==> config.mk <==
export PLATFORM = sky130hd
export DESIGN_NAME = dcs_vec_requant
export DESIGN_NICKNAME = d
export VERILOG_FILES = /design/src/rtl/dcs_pkg.sv /design/src/rtl/dcs_lzc.sv /design/src/rtl/dcs_vec_requant.sv
export SDC_FILE = /design/constraint.sdc
export NUM_CORES = 1
export LEC_CHECK = 0
export ABC_CLOCK_PERIOD_IN_PS = 15900
export CAP_MARGIN = 40
export CORE_ASPECT_RATIO = 1.4
export CORE_MARGIN = 2
export CORE_UTILIZATION = 48
export CTS_CLUSTER_DIAMETER = 50
export DETAILED_ROUTE_END_ITERATION = 10
export GPL_TIMING_DRIVEN = 0
export SYNTH_ARGS = -nofsm -noshare
export SYNTH_HDL_FRONTEND = slang
export SYNTH_SLANG_ARGS = --single-unit
==> constraint.sdc <==
create_clock -name clk -period 15.9 [get_ports clk]
set_input_delay 2.385 -clock clk [delete_from_list [all_inputs] [get_ports clk]]
set_output_delay 2.385 -clock clk [all_outputs]
set_load 0.02 [all_outputs]
==> src/rtl/dcs_pkg.sv <==
// Shared constants, FSM states and the round/shift/saturate step for the
// DCSformer result requantizer.
package dcs_pkg;
  localparam int VEC_LEN = 8;
  localparam int IN_W    = 32;
  localparam int OUT_W   = 8;
  localparam int IDX_W   = $clog2(VEC_LEN);
  localparam int SH_W    = 5;

  typedef enum logic [1:0] {IDLE, CALC, SEND} state_t;

  // Round half-up by s bits, then clamp to the output range. The sum carries
  // one extra bit so an all-ones word cannot wrap to zero.
  function automatic logic [OUT_W-1:0] rq_sat(input logic [IN_W-1:0] w,
                                              input logic [SH_W-1:0] s);
    logic [IN_W:0] rnd;
    logic [IN_W:0] sum;
    logic [IN_W:0] shd;
    rnd = '0;
    if (s != '0) rnd = {{IN_W{1'b0}}, 1'b1} << (s - SH_W'(1));
    sum = {1'b0, w} + rnd;
    shd = sum >> s;
    return (|shd[IN_W:OUT_W]) ? {OUT_W{1'b1}} : shd[OUT_W-1:0];
  endfunction
endpackage

==> src/rtl/dcs_lzc.sv <==
// Combinational leading-zero counter; an all-zero input returns W.
module dcs_lzc #(
  parameter int W  = 32,
  parameter int CW = $clog2(W) + 1
) (
  input  logic [W-1:0]  i_val,
  output logic [CW-1:0] o_cnt
);
  always_comb begin
    o_cnt = CW'(W);
    for (int i = 0; i < W; i++)
      if (i_val[i]) o_cnt = CW'(W - 1 - i);
  end
endmodule

==> src/rtl/dcs_vec_requant.sv <==
// Ping-pong capture of 8-word vectors with running max/argmax, then
// shared-shift requantization to bytes over a valid/ready stream.
module dcs_vec_requant
  import dcs_pkg::*;
(
  input  logic              clk,
  input  logic              rst_n,
  input  logic              in_valid,
  input  logic [IN_W-1:0]   in_data,
  output logic              out_valid,
  output logic [OUT_W-1:0]  out_data,
  output logic              out_last,
  input  logic              out_ready,
  output logic [IDX_W-1:0]  argmax_idx,
  output logic [SH_W-1:0]   shift_amt,
  output logic              busy,
  output logic              overflow
);
  logic [1:0][VEC_LEN-1:0][IN_W-1:0] r_bank;
  logic [1:0][IN_W-1:0]              r_max;
  logic [1:0][IDX_W-1:0]             r_amax;
  logic [1:0]                        r_full;
  logic [IDX_W-1:0]                  r_wcnt;
  logic                              r_wr_bank;
  logic                              r_drop;
  logic [IN_W-1:0]                   r_run_max;
  logic [IDX_W-1:0]                  r_run_idx;
  logic                              r_ovf;

  state_t                            r_state, w_state_nx;
  logic                              r_rd_bank;
  logic [IDX_W-1:0]                  r_ridx;
  logic [SH_W-1:0]                   r_shift;
  logic [IDX_W-1:0]                  r_oamax;

  logic                              w_xfer, w_last, w_first, w_drop, w_take;
  logic                              w_done;
  logic [1:0]                        w_rel, w_set;
  logic [IN_W-1:0]                   w_new_max;
  logic [IDX_W-1:0]                  w_new_idx;
  logic [5:0]                        w_lzc;
  logic [SH_W-1:0]                   w_shift;

  assign w_xfer  = (r_state == SEND) & out_ready;
  assign w_last  = (r_ridx == IDX_W'(VEC_LEN - 1));
  assign w_rel   = (w_xfer & w_last) ? (2'b01 << r_rd_bank) : 2'b00;

  // A bank released on this edge counts as free for an arriving word 0.
  assign w_first = in_valid & (r_wcnt == '0);
  assign w_drop  = w_first ? (r_full[r_wr_bank] & ~w_rel[r_wr_bank]) : r_drop;
  assign w_take  = w_first | (in_data > r_run_max);
  assign w_new_max = w_take ? in_data : r_run_max;
  assign w_new_idx = w_take ? r_wcnt  : r_run_idx;
  assign w_done  = in_valid & (r_wcnt == IDX_W'(VEC_LEN - 1));
  assign w_set   = (w_done & ~w_drop) ? (2'b01 << r_wr_bank) : 2'b00;

  always_ff @(posedge clk or negedge rst_n) begin
    if (!rst_n) begin
      r_wcnt    <= '0;
      r_wr_bank <= 1'b0;
      r_drop    <= 1'b0;
      r_run_max <= '0;
      r_run_idx <= '0;
      r_full    <= '0;
      r_max     <= '0;
      r_amax    <= '0;
      r_ovf     <= 1'b0;
    end else begin
      r_full <= (r_full & ~w_rel) | w_set;
      if (in_valid) begin
        r_wcnt    <= r_wcnt + IDX_W'(1);
        r_drop    <= w_drop;
        r_run_max <= w_new_max;
        r_run_idx <= w_new_idx;
        if (w_first & w_drop) r_ovf <= 1'b1;
        if (w_done & ~w_drop) begin
          r_max[r_wr_bank]  <= w_new_max;
          r_amax[r_wr_bank] <= w_new_idx;
          r_wr_bank         <= ~r_wr_bank;
        end
      end
    end
  end

  // Vector payload needs no reset: nothing reads a bank until it is full.
  always_ff @(posedge clk) begin
    if (in_valid & ~w_drop) r_bank[r_wr_bank][r_wcnt] <= in_data;
  end

  dcs_lzc #(.W(IN_W), .CW(6)) u_lzc (
    .i_val (r_max[r_rd_bank]),
    .o_cnt (w_lzc)
  );

  // MSB position p = 31 - lzc, so shift = p - 7 = 24 - lzc when positive.
  assign w_shift = (w_lzc >= 6'd24) ? '0 : SH_W'(6'd24 - w_lzc);

  always_ff @(posedge clk or negedge rst_n) begin
    if (!rst_n) begin
      r_state   <= IDLE;
      r_rd_bank <= 1'b0;
      r_ridx    <= '0;
      r_shift   <= '0;
      r_oamax   <= '0;
    end else begin
      r_state <= w_state_nx;
      if (r_state == CALC) begin
        r_shift <= w_shift;
        r_oamax <= r_amax[r_rd_bank];
        r_ridx  <= '0;
      end else if (w_xfer) begin
        r_ridx <= r_ridx + IDX_W'(1);
        if (w_last) r_rd_bank <= ~r_rd_bank;
      end
    end
  end

  always_comb begin
    w_state_nx = r_state;
    out_valid  = 1'b0;
    case (r_state)
      IDLE: if (r_full[r_rd_bank]) w_state_nx = CALC;
      CALC: w_state_nx = SEND;
      SEND: begin
        out_valid = 1'b1;
        if (w_xfer & w_last) w_state_nx = r_full[~r_rd_bank] ? CALC : IDLE;
      end
      default: w_state_nx = IDLE;
    endcase
  end

  assign out_data   = out_valid ? rq_sat(r_bank[r_rd_bank][r_ridx], r_shift) : '0;
  assign out_last   = out_valid & w_last;
  assign argmax_idx = r_oamax;
  assign shift_amt  = r_shift;
  assign busy       = (|r_full) | (r_wcnt != '0);
  assign overflow   = r_ovf;
endmodule

Word-level counts from Yosys, hierarchy flattened
Index checks and enable logic that the tools add are counted.
{"block": "op_classes", "addsub": 5, "mul": 0, "div": 0, "n_lt_le_gt_ge": 9, "n_eq_ne": 6, "n_shift": 4, "muxes": 75, "bitwise_logic": 19, "reduce_logical": 13}
{"cell": "$mux 256", "n": 3}
{"cell": "$bwmux 512", "n": 1}
{"cell": "$demux 256 s1", "n": 1}
{"cell": "$mux 32", "n": 6}
{"cell": "$mux 6", "n": 32}
{"cell": "$bmux 32 s3", "n": 1}
{"cell": "$demux 32 s3", "n": 1}
{"cell": "$bwmux 64", "n": 1}
{"cell": "$add 32x33->33", "n": 1}
{"cell": "$mux 33", "n": 1}
{"cell": "$shl 1x5->33 const A", "n": 1}
{"cell": "$shr 33x5->33", "n": 1}
{"cell": "$demux 32 s1", "n": 1}
{"cell": "$gt 32x32->1", "n": 1}
{"cell": "$reduce_or 25->1", "n": 1}
{"cell": "$mux 3", "n": 6}
{"cell": "$mux 8", "n": 2}
{"cell": "$mux 1", "n": 11}
{"cell": "$and 1x1->1", "n": 9}
{"cell": "$lt 3x4->1 const B", "n": 2}
{"cell": "$mux 2", "n": 4}
{"cell": "$add 3x1->3 const B", "n": 2}
{"cell": "$bwmux 6", "n": 1}
{"cell": "$eq 3x3->1 const B", "n": 2}
{"cell": "other kinds (28)", "n": 39}
{"block": "totals", "ff_bits": 639, "latchBits": 0, "mem_bits_rw": 0, "mem_bits_ro": 0, "output_inout_bits": 20, "memories": 0}

Longest topological paths before layout
{"block": "logic_depth", "word_depth": 36, "mapped_depth": 23}

By module
From an unflattened synthesis, not the netlist that was laid out.
{"block": "hier_totals", "cells_unflattened": 2089, "hier_area_um2": 30375.4}
{"mod": "dcs_vec_requant", "instances": 1, "cells_per_inst": 2024, "area_per_inst_um2": 30007.5}
{"mod": "dcs_lzc", "instances": 1, "cells_per_inst": 65, "area_per_inst_um2": 367.9}

Worst setup path before layout
Ideal clock, no wire load.
{"block": "synth_timing", "path_type": "register -> output", "start": "reg r_rd_bank", "end": "out out_data[0]", "t_arrival_ps": 6330, "required_ps": 13515, "path_slack_ps": 7185, "stages_incl_launch_ff": 22, "cell_sequence": "dfrtp_1 -> clkbuf_1 -> clkbuf_1 -> buf_2 -> clkbuf_1 -> buf_1 -> mux4_2 -> mux4_2 -> ha_1 -> buf_6 -> and3_4 -> and2_4 -> o2111a_1 -> a221o_1 -> a21oi_2 -> nand2_2 -> mux4_2 -> o211ai_2 -> o21ai_2 -> a41oi_4 -> nor3_4 -> a221oi_1"}
{"block": "synth_between", "elab_chain_len": 9}
{"element": "start: declaration", "line_no": "dcs_vec_requant.sv:31", "rtl": "logic r_rd_bank;"}
{"element": "start signal: assignment", "line_no": "dcs_vec_requant.sv:113", "rtl": "if (w_last) r_rd_bank <= ~r_rd_bank;"}
{"element": "$mux 256 (not written as such) (*) (2 in a row)", "line_no": "dcs_vec_requant.sv:132", "rtl": "assign out_data = out_valid ? rq_sat(r_bank[r_rd_bank][r_ridx], r_shift) : '0;"}
{"element": "$bmux 32 s3 (*)", "line_no": "dcs_vec_requant.sv:132"}
{"element": "$mux 32 (not written as such) (*)", "line_no": "dcs_vec_requant.sv:132"}
{"element": "$add 32x33->33 (*)", "line_no": "dcs_pkg.sv:21", "rtl": "sum = {1'b0, w} + rnd;"}
{"element": "$shr 33x5->33 (*)", "line_no": "dcs_pkg.sv:22", "rtl": "shd = sum >> s;"}
{"element": "$reduce_or 25->1", "line_no": "dcs_pkg.sv:23", "rtl": "return (|shd[IN_W:OUT_W]) ? {OUT_W{1'b1}} : shd[OUT_W-1:0];"}
{"element": "$mux 8 (*)", "line_no": "dcs_pkg.sv:23"}
{"element": "$mux 8 (*)", "line_no": "dcs_vec_requant.sv:132"}
{"element": "end: declaration", "line_no": "dcs_vec_requant.sv:11", "rtl": "output logic [OUT_W-1:0] out_data,"}
Mark *: on every way between the ends. The rest lies on a longest branch, timed or not. The select of a mux whose other input is x is not followed.

Worst setup path after layout
Same ends and word-level chain as after synthesis.

==> results.toml <==
[setup_path]
worstPathCellList = "clkbuf_1, clkbuf_1, buf_2, clkbuf_1, buf_1, buf_6, mux4_2, mux4_2, ha_1, nand2_1, nor2_1, and3_1, o21a_1, mux2i_1, nand2_2, mux4_2, nor2_1, o32a_1, nor3b_2, nand4_1, nor3_4, a221oi_1, clkdlybuf4s50_1"
crit_start = "r_rd_bank$_DFFE_PN0P_"
rr_startpoint = "r_rd_bank$_DFFE_PN0P_"
cpPeakStageDelay_ns = 0.67
end_kind = "output port"
worst_path_max_delay_cell = "clkdlybuf4s50_1"
critical_path_buf_inv_count = 7
critical_path_class = "reg -> out"
cp.required_ns = 13.52
start_kind = "flip-flop"
reg2reg_slack_ns = 10.77
cp_max_fo = 10
critical_path_arrival_ns = 9.55
path_delay_family = "buffers and inverters"

[sta]
setup_viol = 0
fin_worst_skew_ns = 0.0136
worst_slew_pin_slew_ns = 0.899
final-max-slew-violation-count = 0
rsz0062_at_grt = "no"
post-route-period-util_pct = 75.0
max_freq_mhz = 83.8
min_period_ns = 11.93
final-hold-violation-count = 0
tns_ns = 0
slew_headroom_pct = 40.0

[floorplanning]
fp-row-count = 109
die_y_um = 304
ios = 56
initial_core_util_pct = 48.7
dieWidth_um = 218
die-area_sq_mm = 0.0662
core-area_sq_mm = 0.0633

[route]
final_antenna_net_count = 0
remaining_drc_errors = 0
vias = 19800
viasPerCell = 6.26
wl_per_cell_um = 28.1
drt_first_pass_iters = 7
drt_iter0_drc = 1776
drt_wl_total_mm = 89.1

[global_route]
grt_util_all_layers_pct = 27.3
grt_overflow = 0
grt_pass1_vias = 20500
grt_pass1_wl_mm = 133
antenna_found_initial = 1
grt_max_degree = 77

[synth]
async_flop_share_pct = 19.9
ys_seq_elements = 639
synthCells = 2116
synth-edff-count = 512
synthFlopType = "edfxtp_1"
yosysTopAreaCell = "edfxtp_1"
syn_area_sq_mm = 0.0308
seq_area_frac_synth_pct = 60.2
yosys_warnings = 0
synth_cell_types = 109
syn_area_per_cell_sq_um = 14.6
yosysTopAreaCellShare_pct = 49.9
syn_nets = 2223
synthTopCellsByArea = "edfxtp_1, mux4_2, dfrtp_1"

[place]
gp_congestion = 0.921
port_buffers = 54
hpwl_mm = 65.0

[clock_tree]
numCtsBuffers = 57
cts_tree = "yes"
post_cts_buffers = 0
ctsHoldBuffers = 0
cts_buffer_depth = 3
clock-sinks = 639
clk_pin_slew_worst_paths_ns = 0.07
cts_max_level = 2
ctsResizeCount = 0
clk-insertion-delay-late_ns = 0.63
cts_root_buf = "clkbuf_16"

[worst_hold_path]
hp-class = "reg -> reg"
hold_start = "r_max[44]$_DFFE_PN0P_"

[final_layout]
nets = 2399
final_cell_mix = "edfxtp_1, nand2_1, mux4_2"
area_growth_pct = 14.5
layout-drive-gt1-share_pct = 20.1
final_common_cell = "edfxtp_1"

[pwr]
ir_worst_vdd_mv = 0.149
p_total_mw = 7.53
p_leak_nw = 12.5
powerDensity_mw_per_mm2 = 214

[status]
status = "completed"

[run]
cap_violations = 0
-- final timing paths --
check,to,cells past startpoint
worst max-delay path,out_data[0],23
max in group asynchronous,r_run_max[21]$_DFFE_PN0P_,2
worst min-delay path,r_max[44]$_DFFE_PN0P_,2
worst max register to register,shift_amt[4]$_DFFE_PN0P_,13
min in group asynchronous,r_run_max[6]$_DFFE_PN0P_,1
worst min register to register,r_max[44]$_DFFE_PN0P_,2
-- power by group --
| part | switching, mW | leakage [nW] | internal [mW] | total (mW) |
|---|---|---|---|---|
| Clock | 0.612 | 0.857 | 0.750 | 1.36 |
| Combinational | 2.38 | 5.40 | 1.56 | 3.94 |
| Sequential | 0.165 | 6.21 | 2.07 | 2.23 |
-- worst register-to-register path, delay by kind of cell (launching register included) --
family          cells  cell delay (ns)
buf+inv             7             2.76
compound gates      4             1.16
flops               1             0.61
fa+ha+maj           1             0.23
simple gates        1             0.21
-- per-layer routing --
metal,GRT usage (%),wire (um),vias up
met3,3.02,4260,179
met4,9.86,3380,2
met2,49.8,48100,690
met5,0,12,-
li1,-,-,8662
met1,33.1,33400,10300
-- metrics by stage --
step	area, sq um	cells	utilization (%)	hold slack [ns]	setup WS, ns
final	35300	3169	55.7	0.475	3.97
after global routing	35300	3168	55.7	0.495	3.63
after CTS	35300	3168	55.7	0.477	3.98
after detailed placement	33400	3065	52.8	0.463	4.67
after global placement	32400	3002	51.2	0.457	4.41
after floorplan	30800	2116	-	0.433	7.18
-- state kept, by name (all words and copies together) (netlist names) --
signal and cells:
r_bank 512, r_wcnt 3, r_amax 6, overflow 1
shift_amt 5, r_drop 1, r_max 64, r_wr_bank 1
r_state 2, r_run_idx 3, argmax_idx 3, r_ridx 3
r_rd_bank 1, r_full 2, r_run_max 32
-- cell families after synthesis --
family                     count (synthesis)  synth area share [%]
and+or+nand+nor                          474                  7.14
muxes                                    271                  15.8
adders and majority gates                 71                  2.91
DFF                                      639                  60.2
AOI/OAI and AO/OA                        446                  10.3
xor gates and xnor gates                  28                 0.881
other                                      1                0.0122
buffers and inverters                    186                  2.75
-- cells in the mapped netlist, drive strengths merged, types with 8 or more instances --
cell type / count
and2: 9
xnor2: 16
ha: 70
nand2: 172
nor2b: 10
a31oi: 12
nor2: 132
o211ai: 24
mux2: 44
buf: 43
nor3: 39
a221oi: 13
inv: 65
mux2i: 59
dfrtp: 127
or3: 16
edfxtp: 512
nand3: 32
nand2b: 18
xor2: 12
o21bai: 8
a21o: 18
nand4: 19
o21a: 11
o22ai: 10
o31ai: 13
clkbuf: 76
a21oi: 81
o21ai: 152
mux4: 168
a211oi: 22
-- final cells by class --
| cell class | count | area [sq um] |
|---|---|---|
| buffer | 119 | 597 |
| timing repair buffer | 117 | 1480 |
| clock buffer | 73 | 1540 |
| inverter | 67 | 251 |
| sequential | 639 | 18600 |
| fill | 5166 | 28000 |
| tap | 832 | 1040 |
| antenna | 1 | 2.50 |
| clock inverter | 30 | 283 |
| multi-input combinational | 1291 | 11500 |
No activity file was read; power rests on OpenSTA's default activity.
